--- config.mk ---
export PLATFORM = sky130hd
export DESIGN_NAME = mult_unit
export DESIGN_NICKNAME = d
export VERILOG_FILES = /design/src/rtl/mult_unit.sv
export SDC_FILE = /design/constraint.sdc
export NUM_CORES = 1
export LEC_CHECK = 0
export CAP_MARGIN = 20
export CORE_MARGIN = 1.5
export CORE_UTILIZATION = 35
export DETAILED_ROUTE_END_ITERATION = 10
export PLACE_DENSITY = 0.64
export SYNTH_ARGS = -nofsm -noshare
export SYNTH_HDL_FRONTEND = slang
export SYNTH_SLANG_ARGS = --single-unit
--- constraint.sdc ---
create_clock -name i_clk -period 2.7 [get_ports i_clk]
set_clock_uncertainty 0.1 [all_clocks]
set_input_delay 0.675 -clock i_clk [delete_from_list [all_inputs] [get_ports i_clk]]
set_output_delay 0.675 -clock i_clk [all_outputs]
set_load 0.01 [all_outputs]
--- src/rtl/mult_unit.sv ---
// ============================================================================
// Module   : mult_unit
// Purpose  : Iterative radix-2 shift-add 32x32->64 multiplier for MULT/MULTU.
//            Signed support is built only when MULT_UNIT_SIGNED_EN is defined.
// Revision : 1.0 - initial release
// ============================================================================
`default_nettype none

module mult_unit #(
  parameter int WIDTH = 32
) (
  input  logic             i_clk,
  input  logic             i_rst,
  input  logic             i_start,
  input  logic             i_signed,
  input  logic [WIDTH-1:0] i_op1,
  input  logic [WIDTH-1:0] i_op2,
  output logic             o_busy,
  output logic             o_done,
  output logic [WIDTH-1:0] o_hi,
  output logic [WIDTH-1:0] o_lo
);

  localparam int CNT_W = (WIDTH > 1) ? $clog2(WIDTH) : 1;
  localparam logic [CNT_W-1:0] CNT_LAST = CNT_W'(WIDTH - 1);
  localparam logic [CNT_W-1:0] CNT_ONE  = CNT_W'(1);

  typedef enum logic [1:0] {
    S_IDLE = 2'd0,
    S_CALC = 2'd1,
    S_FIX  = 2'd2
  } state_t;

  state_t             state_q, state_d;
  logic [CNT_W-1:0]   cnt_q, cnt_d;
  logic [WIDTH-1:0]   mcand_q, mcand_d;
  logic [WIDTH-1:0]   acc_hi_q, acc_hi_d;
  logic [WIDTH-1:0]   acc_lo_q, acc_lo_d;
  logic               busy_q, busy_d;
  logic               done_q, done_d;
  logic [WIDTH-1:0]   hi_q, hi_d;
  logic [WIDTH-1:0]   lo_q, lo_d;

  logic [WIDTH:0]     w_sum;
  logic [2*WIDTH-1:0] w_prod;
  logic [2*WIDTH-1:0] w_result;
  logic [WIDTH-1:0]   w_op1_mag;
  logic [WIDTH-1:0]   w_op2_mag;

`ifdef MULT_UNIT_SIGNED_EN
  logic neg_q, neg_d;
  logic w_sign_in;

  // Magnitudes are unsigned, so |-2^31| = 0x8000_0000 needs no special case.
  assign w_op1_mag = (i_signed && i_op1[WIDTH-1]) ? -i_op1 : i_op1;
  assign w_op2_mag = (i_signed && i_op2[WIDTH-1]) ? -i_op2 : i_op2;
  assign w_sign_in = i_signed & (i_op1[WIDTH-1] ^ i_op2[WIDTH-1]);
  assign w_result  = neg_q ? -w_prod : w_prod;
`else
  logic w_unused_signed;

  assign w_unused_signed = i_signed;
  assign w_op1_mag       = i_op1;
  assign w_op2_mag       = i_op2;
  assign w_result        = w_prod;
`endif

  // Carry-out is kept as the new MSB of the shifted accumulator.
  assign w_sum  = acc_lo_q[0] ? ({1'b0, acc_hi_q} + {1'b0, mcand_q})
                              : {1'b0, acc_hi_q};
  assign w_prod = {acc_hi_q, acc_lo_q};

  always_comb begin
    state_d  = state_q;
    cnt_d    = cnt_q;
    mcand_d  = mcand_q;
    acc_hi_d = acc_hi_q;
    acc_lo_d = acc_lo_q;
    busy_d   = busy_q;
    done_d   = 1'b0;
    hi_d     = hi_q;
    lo_d     = lo_q;
`ifdef MULT_UNIT_SIGNED_EN
    neg_d    = neg_q;
`endif

    case (state_q)
      S_IDLE: begin
        if (i_start) begin
          mcand_d  = w_op1_mag;
          acc_lo_d = w_op2_mag;
          acc_hi_d = '0;
          cnt_d    = '0;
          busy_d   = 1'b1;
          state_d  = S_CALC;
`ifdef MULT_UNIT_SIGNED_EN
          neg_d    = w_sign_in;
`endif
        end
      end

      S_CALC: begin
        acc_hi_d = w_sum[WIDTH:1];
        acc_lo_d = {w_sum[0], acc_lo_q[WIDTH-1:1]};
        cnt_d    = cnt_q + CNT_ONE;
        if (cnt_q == CNT_LAST) begin
          state_d = S_FIX;
        end
      end

      S_FIX: begin
        hi_d    = w_result[2*WIDTH-1:WIDTH];
        lo_d    = w_result[WIDTH-1:0];
        done_d  = 1'b1;
        busy_d  = 1'b0;
        state_d = S_IDLE;
      end

      default: begin
        state_d = S_IDLE;
        busy_d  = 1'b0;
      end
    endcase
  end

  always_ff @(posedge i_clk) begin
    if (i_rst) begin
      state_q  <= S_IDLE;
      cnt_q    <= '0;
      mcand_q  <= '0;
      acc_hi_q <= '0;
      acc_lo_q <= '0;
      busy_q   <= 1'b0;
      done_q   <= 1'b0;
      hi_q     <= '0;
      lo_q     <= '0;
`ifdef MULT_UNIT_SIGNED_EN
      neg_q    <= 1'b0;
`endif
    end else begin
      state_q  <= state_d;
      cnt_q    <= cnt_d;
      mcand_q  <= mcand_d;
      acc_hi_q <= acc_hi_d;
      acc_lo_q <= acc_lo_d;
      busy_q   <= busy_d;
      done_q   <= done_d;
      hi_q     <= hi_d;
      lo_q     <= lo_d;
`ifdef MULT_UNIT_SIGNED_EN
      neg_q    <= neg_d;
`endif
    end
  end

  assign o_busy = busy_q;
  assign o_done = done_q;
  assign o_hi   = hi_q;
  assign o_lo   = lo_q;

endmodule

`default_nettype wire

==> impl_metrics.json, run 1 <==
{
  "status": "complete, no violations",
  "numCtsBuffers": 17,
  "timing.final.crit_period_ns": 2.60,
  "fp-row-count": 55,
  "synthAdderAreaFrac": 0.0540,
  "hold_buffers": 0,
  "cts_sinks": 169,
  "vias": 7815,
  "drv_cap": 0,
  "grt_pass1_vias": 7388,
  "path_clk_slew_ns": 0.07,
  "cts_buffer_depth": 2,
  "fin_crit_sh": 0.962,
  "setup_viol": 0,
  "area_growth_pct": 28.8,
  "dp_hpwl_um": 15900,
  "synth_compound_area_frac": 0.229,
  "synth_top_area_share": 0.410,
  "antenna_found_initial": 1,
  "dp_cells": 1479,
  "p_leak_nw": 4.02,
  "gp_congestion": 0.870,
  "syn-num-nets": 1180,
  "synth_area_per_cell_um2": 7.66,
  "crit_type": "register to register",
  "ys_types": 59,
  "post-route-drc-count": 0,
  "ys_seq_area_frac": 0.410,
  "yosys.area_share.simple": 0.227,
  "fmax_mhz": 385,
  "io_buffers": 132,
  "grtUsageTotal": 0.193,
  "synthMuxAreaShare": 0.0102,
  "cts_max_level": 4,
  "netlist_instances": 1077,
  "synth_area_mm2": 0.00825,
  "ys.flop_type": "dfxtp_1",
  "die-area_mm2": 0.0245,
  "synthTopCellsByArea": "dfxtp_1, nand2_1, a21oi_1, nor2_1, ha_1",
  "ir_drop_mv": 0.381,
  "vias_per_cell": 5.17,
  "synth-edff-count": 0,
  "ioPinCount": 134,
  "met3_usage": 0.0338,
  "powerDensity_mw_per_mm2": 550,
  "met1_usage": 0.257,
  "startpoint_type": "register",
  "cts_tree": "yes",
  "rsz0062_at_grt": "false",
  "synthXorXnorAreaFrac": 0.0287,
  "end_kind": "register",
  "core_area_mm2": 0.0228,
  "finalHoldViolCount": 0,
  "fin_cells": 1511,
  "post_drt_wl_per_cell_um": 15.3,
  "start_util": 0.361,
  "wl_um": 23100,
  "grt_start_max_net_pins": 79,
  "drive_gt1_frac": 0.0752,
  "dr.pass1.iters": 5,
  "root_buffer": "clkbuf_16",
  "synth-seq-cells": 169,
  "worstSkewPairLatency_ns": 0.43,
  "cts_setup_buffers": 0,
  "synthArstFlopShare": 0,
  "hp-class": "register to register",
  "first_iter_violations": 440,
  "use_met2": 0.314,
  "grt_pass1_wl_um": 37800,
  "crit_fanout": 3,
  "die_y_um": 156,
  "ant_nets": 0,
  "tns_ns": 0,
  "dieWidth_um": 156,
  "required_ns": 2.91,
  "synth_top_family_by_area": "compound AO/OA/AOI/OAI gates",
  "max_slew_margin": 0.572,
  "overflow": 0,
  "nets": 1288,
  "yosys_warnings": 0,
  "placed_cell_area_mm2": 0.00999,
  "tightest_slew_ns": 0.641,
  "drv_slew": 0,
  "synth_top_cell_by_area": "dfxtp_1",
  "top_usage_layer": "met2",
  "postLayoutCellArea_mm2": 0.0106,
  "crit_arrival_ns": 2.81
}
-- path summary, 6_finish.rpt --
check             slack, ns  cells after the start      endpoint       start
hold / removal         0.35                      2      o_hi[17]    o_hi[17]
setup / recovery       0.10                     10  acc_hi_q[27]  mcand_q[0]
hold reg to reg        0.35                      2      o_hi[17]    o_hi[17]
setup reg to reg       0.10                     10  acc_hi_q[27]  mcand_q[0]
-- cell usage in the layout (no fill, tap or decap), types with 6 or more instances in the layout --
cell type,count
nand3_1,9
a2bb2oi_1,31
nor2_1,135
ha_1,33
a21o_1,16
nand4_1,9
dfxtp_1,169
a211oi_1,7
a22oi_1,20
o22ai_1,13
xor2_1,15
o21ai_0,20
clkdlybuf4s50_1,131
a31oi_1,12
clkbuf_16,17
nor3_1,36
buf_4,31
inv_1,8
xnor2_1,12
o21ai_1,6
a21oi_1,141
nand2_1,226
-- critical path: stages (launching register included) --
cell      delay [ns]
dfxtp_1         0.32
ha_1            0.22
fa_1            0.41
a21oi_2         0.23
nor3_2          0.08
o311ai_1        0.29
buf_4           0.18
a21oi_1         0.13
a21oi_2         0.24
xor2_1          0.18
a31oi_1         0.10
-- report_power, final --
group / internal (mW) / leakage (nW) / switching, mW
sequential: 2.59 / 1.38 / 0.0734
combinational: 0.312 / 2.36 / 0.369
clock: 1.43 / 0.288 / 1.07
-- cell families after synthesis --
logic type / Yosys count
xor+xnor: 27
mux: 8
compound gates: 302
buf+inv: 87
simple gates: 449
flops: 169
fa+ha+maj: 35
-- synth_stat cells (4+ instances only) --
| cell | instances |
|---|---|
| a21oi_1 | 144 |
| nor2b_1 | 5 |
| o21ai_1 | 6 |
| nand4_1 | 9 |
| a211oi_1 | 7 |
| buf_1 | 14 |
| nand2b_1 | 5 |
| nand2_1 | 227 |
| o21ai_0 | 20 |
| mux2i_1 | 5 |
| o22ai_1 | 13 |
| nor3_1 | 38 |
| xnor2_1 | 12 |
| nand3_1 | 9 |
| ha_1 | 34 |
| o21bai_1 | 4 |
| clkbuf_1 | 62 |
| nor2_1 | 136 |
| a21o_1 | 16 |
| a2bb2oi_1 | 31 |
| and3_1 | 5 |
| dfxtp_1 | 169 |
| inv_1 | 8 |
| a22oi_1 | 20 |
| xor2_1 | 15 |
| a31oi_1 | 12 |
-- what timing repair did --
item | CTS | global route
hold endpoints to repair | 0 | 0
setup endpoints to repair | 1 | 11
pin swaps | 0 | 1
gates resized for setup | 1 | 6
-- registers in the layout (all words and copies together), names as in the netlist --
signal / flops
acc_lo_q: 32
cnt_q: 5
acc_hi_q: 32
state_q: 2
o_busy: 1
o_lo: 32
mcand_q: 32
o_hi: 32
o_done: 1
-- cell type report --
| cell class | count | area (um^2) |
|---|---|---|
| Clock inverter | 11 | 138 |
| Multi-Input combinational cell | 821 | 4570 |
| Fill cell | 2343 | 12200 |
| Antenna cell | 1 | 2.50 |
| Inverter | 9 | 33.8 |
| Clock buffer | 20 | 457 |
| Tap cell | 313 | 392 |
| Timing Repair Buffer | 167 | 1640 |
| Sequential cell | 169 | 3380 |
-- per-stage QoR --
step	setup WS, ns	hold WS [ns]	power, mW	utilization
3_5_place_dp	0.0242	0.347	3.39	0.437
3_3_place_gp	0.0322	0.343	3.38	0.437
4_1_cts	0.0585	0.356	5.89	0.463
5_1_grt	0.00551	0.368	6.08	0.465
6_report	0.101	0.353	5.84	0.465
2_1_floorplan	0.305	0.341	3.15	-
-- routing by layer --
layer  up-vias  part of all wire
met5         -                 0
met4         0             0.021
met3        31             0.039
met2       165              0.46
met1      3667              0.48
li1       3952                 -
No activity file was read; power rests on OpenSTA's default activity.
==> run 2, diff against run 1 <==
==> constraint.sdc (replaced) <==
create_clock -name i_clk -period 2.47 [get_ports i_clk]
set_clock_uncertainty 0.1 [all_clocks]
set_input_delay 0.6175 -clock i_clk [delete_from_list [all_inputs] [get_ports i_clk]]
set_output_delay 0.6175 -clock i_clk [all_outputs]
set_load 0.01 [all_outputs]
==> run 2 against run 1 <==
Against the previous run:
- routed wire length rose by 2.0%
- sequential share of layout area decreased by 1.0 points
- clock-buffer cell count grew 1
- critical path depth unchanged
- first-iteration DRC count grew 39%
- die area unchanged
- maximum frequency is 8.1% higher
- register-to-register slack lost 0.03 ns
- global-route usage increased by 0.35 points
- non-clock buffer count up 31
- power rose by 8.9%
- highest routed layer unchanged
==> impl_metrics.json, run 2 (synthesis results as in run 1) <==
{
  "status": "complete, no violations",
  "hp-class": "register to register",
  "final_common_cell": "nand2_1",
  "fin_crit_sh": 0.973,
  "fmax_mhz": 416,
  "drv_slew": 0,
  "tightest_slew_ns": 0.467,
  "grt_pass1_vias": 7649,
  "gp_congestion": 0.864,
  "worstSkewPairLatency_ns": 0.43,
  "ff2ff_path_depth": 10,
  "post_drt_wl_per_cell_um": 15.3,
  "p_clk_frac": 0.415,
  "path_clk_slew_ns": 0.07,
  "die_y_um": 156,
  "hold_buffers": 0,
  "setup_viol": 0,
  "finalHoldViolCount": 0,
  "drive_gt1_frac": 0.125,
  "vias_per_cell": 5.16,
  "drv_cap": 0,
  "powerDensity_mw_per_mm2": 576,
  "numCtsBuffers": 17,
  "max_slew_margin": 0.689,
  "min_path_cells": 2,
  "required_ns": 2.71,
  "cts_max_level": 4,
  "power.internal_mw": 4.73,
  "root_buffer": "clkbuf_16",
  "nets": 1319,
  "cp_slowest_cell": "fa_2",
  "switching_power_mw": 1.63,
  "first_iter_violations": 613,
  "area_growth_pct": 33.9,
  "cts_buffer_depth": 2,
  "final_cell_mix": "nand2_1, dfxtp_1, a21oi_1",
  "path_buf_inv": 1,
  "grtUsageTotal": 0.196,
  "final_util": 0.483,
  "post-route-drc-count": 0,
  "core_area_mm2": 0.0228,
  "dr.pass1.iters": 5,
  "dp_cells": 1505,
  "io_buffers": 132,
  "seqPwrFrac": 0.457,
  "p_comb_frac": 0.127,
  "start_util": 0.361,
  "end_kind": "register",
  "vias": 7956,
  "dp_hpwl_um": 16000,
  "fin_cells": 1542,
  "crit_fanout": 3,
  "crit_arrival_ns": 2.64,
  "cts_sinks": 169,
  "placed_cell_area_mm2": 0.0102,
  "fp-row-count": 55,
  "die-area_mm2": 0.0245,
  "grt_start_max_net_pins": 105,
  "cts_tree": "yes",
  "cp.depth": 10,
  "grt_pass1_wl_um": 38600,
  "crit_type": "register to register",
  "antenna_found_initial": 1,
  "timing.final.crit_period_ns": 2.40,
  "ant_nets": 0,
  "rsz0062_at_grt": "true",
  "ir_drop_mv": 0.448,
  "postLayoutCellArea_mm2": 0.0110,
  "ioPinCount": 134,
  "swShare": 0.256,
  "startpoint_type": "register",
  "critical_path.top_delay_family": "adder cells",
  "overflow": 0,
  "dieWidth_um": 156,
  "max_stage_delay_ns": 0.39,
  "crit_path_cell_trace": "ha_4 > fa_2 > a21oi_4 > nor3_2 > or3_1 > a21oi_1 > buf_4 > xnor2_1 > mux2i_1 > a211oi_1",
  "p_leak_nw": 4.17,
  "wl_um": 23600
}
==> run 2: changes by cell type in the layout (fill, tap and decap cells not counted), sizes merged <==
cell      before  now
clkbuf        20   21
clkinvlp       1    5
inv           12   10
clkinv         5    2
buf           36   67
==> run 2: path summary, 6_finish.rpt <==
kind                            slack, ns        start      endpoint
worst max-delay path                 0.07  acc_hi_q[0]  acc_hi_q[11]
worst min-delay path                 0.35     o_hi[17]      o_hi[17]
worst max register to register       0.07  acc_hi_q[0]  acc_hi_q[11]
worst min register to register       0.35     o_hi[17]      o_hi[17]
==> run 2: routing by layer <==
metal	wire, um	global-route usage	vias up
li1	-	-	4015
met3	745	0.0324	31
met2	11000	0.321	143
met5	0	0	-
met4	465	0.0626	0
met1	11400	0.263	3767
==> run 2: cell type report <==
type                    count  area (um^2)
multi-input cells         821         4750
repair buffers            198         1880
flip-flops and latches    169         3400
fillers                  2306        11800
diodes                      1         2.50
clock buffers              21          450
well taps                 313          392
inverters                   9         33.8
clock inverters            10          120
==> run 2: worst reg2reg max path, stage by stage, from the launching register on <==
cell	delay, ns
dfxtp_2	0.34
ha_4	0.17
fa_2	0.39
a21oi_4	0.16
nor3_2	0.08
or3_1	0.34
a21oi_1	0.15
buf_4	0.15
xnor2_1	0.12
mux2i_1	0.10
a211oi_1	0.23
==> run 2: per-stage QoR <==
step,hold WS (ns),setup WS (ns),total power [mW],setup TNS [ns]
global placement,0.341,-0.193,3.74,-1.31
finish,0.351,0.0667,6.36,0
global route,0.369,-0.0367,6.65,-0.126
detailed placement,0.346,-0.209,3.75,-1.41
CTS,0.355,0.00740,6.40,0
floorplan,0.341,0.0754,3.44,0
==> run 2: timing repair <==
item                       in CTS  in global routing
resized for setup              15                 38
pin swaps                       8                 16
buffers inserted                0                  5
hold endpoints to repair        0                  0
setup endpoints to repair      15                 19
==> run 2: power by group through the flow <==
stage	clock (mW)	sequential (mW)	combinational, mW
final	2.64	2.91	0.810
after global routing	2.83	2.92	0.895
after CTS	2.70	2.90	0.790
after detailed placement	0	2.96	0.782
after global placement	0	2.96	0.775
after floorplan	0	2.94	0.495
